$ cat src/rtl/angular_tap_sum_if.sv
// Tap-in / sample-out handshake bundle for angular_tap_sum.
// A beat moves on a rising edge where valid and ready are both 1; valid must not depend on ready.
interface angular_tap_sum_if #(
  parameter int BITDEPTH = 8
);
  logic                in_valid;
  logic                in_ready;
  logic signed [15:0]  in_prod;
  logic                in_last;
  logic                out_valid;
  logic                out_ready;
  logic [BITDEPTH-1:0] out_sample;
  logic                tap_err;

  modport master (
    output in_valid, in_prod, in_last, out_ready,
    input  in_ready, out_valid, out_sample, tap_err
  );

  modport slave (
    input  in_valid, in_prod, in_last, out_ready,
    output in_ready, out_valid, out_sample, tap_err
  );
endinterface

$ cat src/rtl/angular_tap_sum.sv
// Accumulates NTAPS signed tap products, then rounds, shifts and clips them to one
// BITDEPTH-bit prediction sample; a misplaced in_last raises a one-cycle tap_err.
module angular_tap_sum #(
  parameter int NTAPS    = 4,
  parameter int SHIFT    = 6,
  parameter int BITDEPTH = 8
) (
  input  logic              clk,
  input  logic              rst_n,
  angular_tap_sum_if.slave  bus
);
  localparam int CNT_W = (NTAPS > 1) ? $clog2(NTAPS) : 1;
  localparam int ACC_W = 16 + $clog2(NTAPS);
  // Two extra bits keep the rounding offset from overflowing a full-scale sum.
  localparam int SUM_W = ACC_W + 2;

  localparam logic [CNT_W-1:0]        LAST_CNT = CNT_W'(NTAPS - 1);
  localparam logic signed [SUM_W-1:0] ROUND    = SUM_W'(2 ** (SHIFT - 1));
  localparam logic signed [SUM_W-1:0] MAX_S    = SUM_W'(2 ** BITDEPTH - 1);

  logic signed [ACC_W-1:0] acc_q, acc_d;
  logic [CNT_W-1:0]        cnt_q, cnt_d;
  logic                    out_valid_q, out_valid_d;
  logic [BITDEPTH-1:0]     out_sample_q, out_sample_d;
  logic                    tap_err_q, tap_err_d;

  logic                    in_ready_w;
  logic                    accept;
  logic                    at_last_cnt;
  logic signed [SUM_W-1:0] sum_w;
  logic signed [SUM_W-1:0] rnd_w;
  logic signed [SUM_W-1:0] r_w;
  logic [BITDEPTH-1:0]     clip_w;

  // A held, unconsumed result freezes the input side so acc/cnt cannot move.
  assign in_ready_w  = ~(out_valid_q & ~bus.out_ready);
  assign accept      = bus.in_valid & in_ready_w;
  assign at_last_cnt = (cnt_q == LAST_CNT);

  always_comb begin
    sum_w = SUM_W'(acc_q) + SUM_W'(bus.in_prod);
    rnd_w = sum_w + ROUND;
    r_w   = rnd_w >>> SHIFT;
    if (r_w[SUM_W-1]) begin
      clip_w = '0;
    end else if (r_w > MAX_S) begin
      clip_w = MAX_S[BITDEPTH-1:0];
    end else begin
      clip_w = r_w[BITDEPTH-1:0];
    end
  end

  always_comb begin
    acc_d        = acc_q;
    cnt_d        = cnt_q;
    out_valid_d  = out_valid_q & ~bus.out_ready;
    out_sample_d = out_sample_q;
    tap_err_d    = 1'b0;
    if (accept) begin
      if (bus.in_last && at_last_cnt) begin
        out_valid_d  = 1'b1;
        out_sample_d = clip_w;
        acc_d        = '0;
        cnt_d        = '0;
      end else if (bus.in_last != at_last_cnt) begin
        // Tap count and in_last disagree: drop the partial sample entirely.
        tap_err_d = 1'b1;
        acc_d     = '0;
        cnt_d     = '0;
      end else begin
        acc_d = acc_q + ACC_W'(bus.in_prod);
        cnt_d = cnt_q + CNT_W'(1);
      end
    end
  end

  always_ff @(posedge clk) begin
    if (!rst_n) begin
      acc_q        <= '0;
      cnt_q        <= '0;
      out_valid_q  <= 1'b0;
      out_sample_q <= '0;
      tap_err_q    <= 1'b0;
    end else begin
      acc_q        <= acc_d;
      cnt_q        <= cnt_d;
      out_valid_q  <= out_valid_d;
      out_sample_q <= out_sample_d;
      tap_err_q    <= tap_err_d;
    end
  end

  assign bus.in_ready   = in_ready_w;
  assign bus.out_valid  = out_valid_q;
  assign bus.out_sample = out_sample_q;
  assign bus.tap_err    = tap_err_q;
endmodule

$ cat src/flat_wrapper.sv
// flat-port wrapper written by rule: the top's interface ports become plain ports
module angular_tap_sum_flat 
#(
  parameter int NTAPS    = 4,
  parameter int SHIFT    = 6,
  parameter int BITDEPTH = 8
)
  (clk, rst_n, bus_in_valid, bus_in_prod, bus_in_last, bus_out_ready, bus_in_ready, bus_out_valid, bus_out_sample, bus_tap_err);
  angular_tap_sum_if #(.BITDEPTH(BITDEPTH)) bus_i ();
  input  logic clk;
  input  logic rst_n;
  input wire logic [$bits(bus_i.in_valid)-1:0] bus_in_valid;
  input wire logic [$bits(bus_i.in_prod)-1:0] bus_in_prod;
  input wire logic [$bits(bus_i.in_last)-1:0] bus_in_last;
  input wire logic [$bits(bus_i.out_ready)-1:0] bus_out_ready;
  output wire logic [$bits(bus_i.in_ready)-1:0] bus_in_ready;
  output wire logic [$bits(bus_i.out_valid)-1:0] bus_out_valid;
  output wire logic [$bits(bus_i.out_sample)-1:0] bus_out_sample;
  output wire logic [$bits(bus_i.tap_err)-1:0] bus_tap_err;
  assign bus_i.in_valid = bus_in_valid;
  assign bus_i.in_prod = bus_in_prod;
  assign bus_i.in_last = bus_in_last;
  assign bus_i.out_ready = bus_out_ready;
  assign bus_in_ready = bus_i.in_ready;
  assign bus_out_valid = bus_i.out_valid;
  assign bus_out_sample = bus_i.out_sample;
  assign bus_tap_err = bus_i.tap_err;
  angular_tap_sum #(.NTAPS(NTAPS), .SHIFT(SHIFT), .BITDEPTH(BITDEPTH)) u_core (.clk(clk), .rst_n(rst_n), .bus(bus_i));
endmodule
$ cat config.mk
export PLATFORM = sky130hd
export DESIGN_NAME = angular_tap_sum_flat
export DESIGN_NICKNAME = d
export VERILOG_FILES = /design/src/rtl/angular_tap_sum_if.sv /design/src/rtl/angular_tap_sum.sv /design/src/flat_wrapper.sv
export SDC_FILE = /design/constraint.sdc
export NUM_CORES = 1
export LEC_CHECK = 0
export CAP_MARGIN = 25
export CORE_UTILIZATION = 40
export DETAILED_ROUTE_END_ITERATION = 10
export PLACE_DENSITY = 0.65
export REMOVE_ABC_BUFFERS = 1
export SLEW_MARGIN = 20
export SYNTH_ARGS = -nofsm -noshare
export SYNTH_HDL_FRONTEND = slang
export SYNTH_SLANG_ARGS = --single-unit
$ cat constraint.sdc
create_clock -name clk -period 2.6 [get_ports clk]
set_input_delay 0.26 -clock clk [delete_from_list [all_inputs] [get_ports clk]]
set_output_delay 0.26 -clock clk [all_outputs]
set_load 0.02 [all_outputs]
* After elaboration in Yosys (flattened, before gate mapping) *
Cells that the tools add are included.

operators by class
  order comparisons = 1
  add/sub/neg operators = 4
  reductions and logical operators = 3
  bitwise operators = 6
  muxes and demuxes = 9
  equality and inequality tests = 2

operator list
  kind                     number
  $mux W18                 2
  $add A19 B7 Y20 const B  1
  $add A18 B16 Y19         1
  $add A18 B16 Y18         1
  $mux W8                  2
  $gt A14 B9 Y1 const B    1
  $mux W2                  2
  $not A1 Y1               4
  $mux W1                  3
  $reduce_or A3 Y1         1
  $add A2 B1 Y2 const B    1
  $and A1 B1 Y1            2
  $eq A2 B2 Y1 const B     1
  $reduce_and A2 Y1        1
  $logic_and A1 B1 Y1      1
  $ne A1 B1 Y1             1

word-level totals
  logic and storage cells = 30
  input bits = 21
  output and inout bits = 11
  flip-flop bits (word level) = 30

* Longest topological paths before layout *
Gate-level depths: netlist (run 1).

  word-level depth = 6
  gate-level depth with buffers = 12
  mapped depth without buffers = 12

* Worst setup path before layout (run 1) *
No wires, ideal clock.

  path type = register to register
  from = reg u_core.acc_q[8]
  to = reg u_core.out_sample_q[7], in the netlist u_core.bus.out_sample[7]
  clock period less this slack = 2689 ps
  buffers on the path = 1
  arrival time = 2565 ps
  setup time = 124 ps
  stages on the path, launching flop included = 13
  setup slack = -89 ps
  data required time = 2476 ps
  cells stage by stage = dfxtp_1 > ha_1 > inv_1 > fa_1 > buf_2 > nor4b_1 > o2111a_1 > nand2b_1 > o21ai_1 > xor2_1 > a2111oi_0 > o2111a_2 > a211oi_1

between the ends
  cells in the longest elaborated chain, start to end = 5

ends and longest elaborated chain
  item                    line                   text
  from (decl)             angular_tap_sum.sv:21  logic signed [ACC_W-1:0] acc_q, acc_d;
  from (signal assigned)  angular_tap_sum.sv:79  acc_q <= '0;
  from (signal assigned)  angular_tap_sum.sv:85  acc_q <= acc_d;
  $add A18 B16 Y19 *      angular_tap_sum.sv:41  sum_w = SUM_W'(acc_q) + SUM_W'(bus.in_prod);
  $add A19 B7 Y20 *       angular_tap_sum.sv:42  rnd_w = sum_w + ROUND;
  $gt A14 B9 Y1           angular_tap_sum.sv:46  end else if (r_w > MAX_S) begin
  $mux W8                 angular_tap_sum.sv:46
  $mux W8 *               angular_tap_sum.sv:44  if (r_w[SUM_W-1]) begin
  to (signal assigned)    angular_tap_sum.sv:88  out_sample_q <= out_sample_d;
  to (decl)               angular_tap_sum.sv:24  logic [BITDEPTH-1:0] out_sample_q, out_sample_d;

Mark *: on every way between the ends. The rest lies on a longest branch, timed or not.
A chain may end at the register's enable or synchronous reset.

* Worst setup path after layout (run 1) *
  from = in bus_in_prod[11]
  to = reg u_core.out_sample_q[3], in the netlist u_core.bus.out_sample[3]

between the ends
  cells in the longest elaborated chain, start to end = 5

ends and longest elaborated chain
  item                line                   text
  from (decl)         flat_wrapper.sv:13     input wire logic [$bits(bus_i.in_prod)-1:0] bus_in_prod;
  $add A18 B16 Y19 *  angular_tap_sum.sv:41
  $add A19 B7 Y20 *   angular_tap_sum.sv:42
  $gt A14 B9 Y1       angular_tap_sum.sv:46
  $mux W8             angular_tap_sum.sv:46
  $mux W8 *           angular_tap_sum.sv:44

Marks and branches as above.

==> flow_metrics.env, run 1 <==
export IMPL_rr_startpoint="u_core.acc_q[2]"
export IMPL_dr_first_iter_drc_count=114
export IMPL_drt_vias_per_instance=4.95
export IMPL_diodes=0
export IMPL_comb_power_share_pct=42.1
export IMPL_critPathMaxFanout=8
export IMPL_power_total_w=0.00148
export IMPL_ys_warn_count=0
export IMPL_die_area_mm2=0.00761
export IMPL_end_kind="flop"
export IMPL_timing_fmax_ghz=0.339
export IMPL_layout_common_cells="buf_4 (83), nor2_1 (41), nand2_1 (37), inv_1 (35), ha_1 (31)"
export IMPL_hold_class="in -> reg"
export IMPL_area_delta_synth_final_pct=46.2
export IMPL_violations="negative setup slack"
export IMPL_cp_arrival_ps=3110
export IMPL_grt_pass1_wl_um=12700
export IMPL_cap_violations=0
export IMPL_chipHeight_um=87.2
export IMPL_seq_power_share_pct=33.3
export IMPL_slew_viol_final=0
export IMPL_synthFlopType="dfxtp_1"
export IMPL_synthArstFlopShare_pct=0
export IMPL_vdd_drop_max_v=0.000228
export IMPL_worst_ep_required_time_ps=2750
export IMPL_grt_pass1_vias=2826
export IMPL_num_vias=2807
export IMPL_gr_total_overflow=0
export IMPL_grt_usage_pct=21.3
export IMPL_internal_power_w=0.000969
export IMPL_io_buffer_count=31
export IMPL_worstSkewPairLatency_ps=280
export IMPL_clock_path_buffers=2
export IMPL_startpoint="bus_in_prod[11]"
export IMPL_wl_um=7580
export IMPL_h_tree_depth=2
export IMPL_synth_seq_area_share_pct=20.7
export IMPL_setup_violations=8
export IMPL_post_route_util_pct=61.5
export IMPL_worst_hold_slack_ps=409
export IMPL_cts_root_buffer="clkbuf_8"
export IMPL_swShare_pct=34.6
export IMPL_fin_ws_ps=-352
export IMPL_final_common_cell="buf_4"
export IMPL_worstSetupPathType="in -> reg"
export IMPL_syn_inst=357
export IMPL_crit_path_start_kind="input pin"
export IMPL_hold_viol=0
export IMPL_min_period_over_period_pct=114
export IMPL_drive_above_1_share_pct=30.6
export IMPL_p_sw_w=0.000512
export IMPL_drt_first_pass_iters=4
export IMPL_drc=0
export IMPL_grt_setup_unrepaired="true"
export IMPL_power_leakage_nw=1.88
export IMPL_cts_made_buffers=5
export IMPL_cts_reportedPaths_clkPinSlew_ps=60
export IMPL_power_frac_clock_pct=24.6
export IMPL_power_per_cell_area_mw_per_mm2=349
export IMPL_placed_cells=552
export IMPL_antenna_found_initial=0
export IMPL_ys_types=49
export IMPL_grt_start_max_net_pins=16
export IMPL_antenna_left=0
export IMPL_synth_edf_count=0
export IMPL_place_gp_congestion=0.823
export IMPL_postSynthAreaPerCell_um2=8.14
export IMPL_layout_min_cycle_time_ps=2950
export IMPL_die_w_um=87.2
export IMPL_tightest_slew_ps=401
export IMPL_fin_skew_ps=9.86
export IMPL_fp_row_count=30
export IMPL_ys_ff_latch=30
export IMPL_cts_tree="yes"
export IMPL_io_pins=32
export IMPL_initial_core_util_pct=42.1
export IMPL_worstHoldStart="bus_in_prod[0]"
export IMPL_cts_sinks=30
export IMPL_core_mm2=0.00691
export IMPL_slew_headroom_pct=73.2
export IMPL_post_drt_wl_per_cell_um=13.4
export IMPL_layout_nets=544
export IMPL_ff2ff_setup_slack_ps=-320
export IMPL_status="complete, but fails checks"
export IMPL_stdcell_count=567
export IMPL_syn_area_mm2=0.00291
export IMPL_hpwl_um=5710
-- kinds of logic (layout without fill, tap and decap cells) --
logic type,after synthesis,after routing,share of synthesized area (%)
multiplexers,3,3,1.03
XOR/XNOR,26,26,8.09
buffers and inverters,47,161,6.24
adder cells (fa/ha/maj),52,52,26.0
AND/OR/NAND/NOR,110,110,17.6
flip-flops,30,30,20.7
AO/OA/AOI/OAI,89,89,20.4
-- path summary, 6_finish.rpt --
kind	to	cells after the start
max	u_core.bus.out_sample[3]	11
min	u_core.acc_q[0]	4
max reg2reg	u_core.bus.out_sample[3]	11
min reg2reg	u_core.acc_q[5]	2
-- area by class of cell --
class	count	area, um^2
fill	608	2660
multi-input combinational	280	2350
timing repair buffer	115	943
sequential	30	608
inverter	39	146
tap	96	120
clock buffer	5	68.8
clock inverter	2	10.0
-- power groups by stage --
stage,Sequential [W],Clock (W),Combinational (W)
final,0.000493,0.000365,0.000623
after global routing,0.000496,0.000399,0.000685
after CTS,0.000492,0.000384,0.000584
after detailed placement,0.000502,0,0.000557
after global placement,0.000502,0,0.000547
after floorplan,0.000501,0,0.000322
-- flip-flops by register name, indices dropped and copies added (netlist names) --
name / flops
u_core.acc_q: 18
u_core.bus.out_sample: 8
u_core.bus.out_valid: 1
u_core.bus.tap_err: 1
u_core.cnt_q: 2
-- per-stage QoR --
stage	setup WS [ps]	TNS [ps]	area [um^2]
6_report	-352	-2670	4250
5_1_grt	-478	-3670	4250
4_1_cts	-406	-3180	4090
3_5_place_dp	-774	-7590	3870
3_3_place_gp	-671	-6760	3870
2_1_floorplan	-82.5	-654	2870
-- worst max-delay path, cell delays in order --
cell,delay [ps]
clkdlybuf4s50_1,450
ha_1,250
fa_1,540
nor4b_4,240
o2111a_1,270
nand2b_1,80
o21ai_2,180
xor2_1,120
a2111oi_2,210
o2111a_2,400
a211oi_2,110
-- what timing repair did --
action,CTS,global route
pin swaps,25,24
hold buffers,0,0
resized for setup,32,32
buffers inserted,4,4
setup endpoints to repair,10,12
-- synth_stat cells (2+ instances only) --
master | instances | area [um^2]
a22oi_1 | 9 | 67.6
mux2i_1 | 3 | 30.0
o21ai_0 | 25 | 125
ha_1 | 38 | 475
o21a_1 | 4 | 30.0
dfxtp_1 | 30 | 601
and3_1 | 2 | 12.5
nor3_1 | 4 | 20.0
xnor2_1 | 16 | 140
a21oi_1 | 18 | 90.1
nor2b_1 | 2 | 12.5
fa_1 | 14 | 280
nand3b_1 | 3 | 22.5
nor2_1 | 41 | 154
clkbuf_1 | 6 | 22.5
a31oi_1 | 5 | 31.3
o31ai_1 | 3 | 22.5
xor2_1 | 9 | 78.8
a211oi_1 | 9 | 67.6
o211ai_1 | 2 | 15.0
inv_1 | 39 | 146
nand3_1 | 5 | 25.0
a21o_1 | 2 | 15.0
nand2_1 | 37 | 139
nand2b_1 | 5 | 31.3
nand4_1 | 3 | 18.8
-- routing by layer --
| metal | part of all wire, % | up-vias | track usage [%] |
|---|---|---|---|
| met5 | 0 | - | 0 |
| met4 | 1.8 | 0 | 7.60 |
| met3 | 4.2 | 10 | 2.09 |
| met2 | 48 | 60 | 36.3 |
| met1 | 46 | 1292 | 27.9 |
| li1 | - | 1445 | - |
Power figures use the tool's default switching activity.
==> inputs of run 2 (changes only) <==
- CTS_CLUSTER_SIZE: not set -> 24
- GPL_ROUTABILITY_DRIVEN: not set -> 0
==> results of run 2 <==
The final DEF is identical to that of run 1; final timing and power are the same.
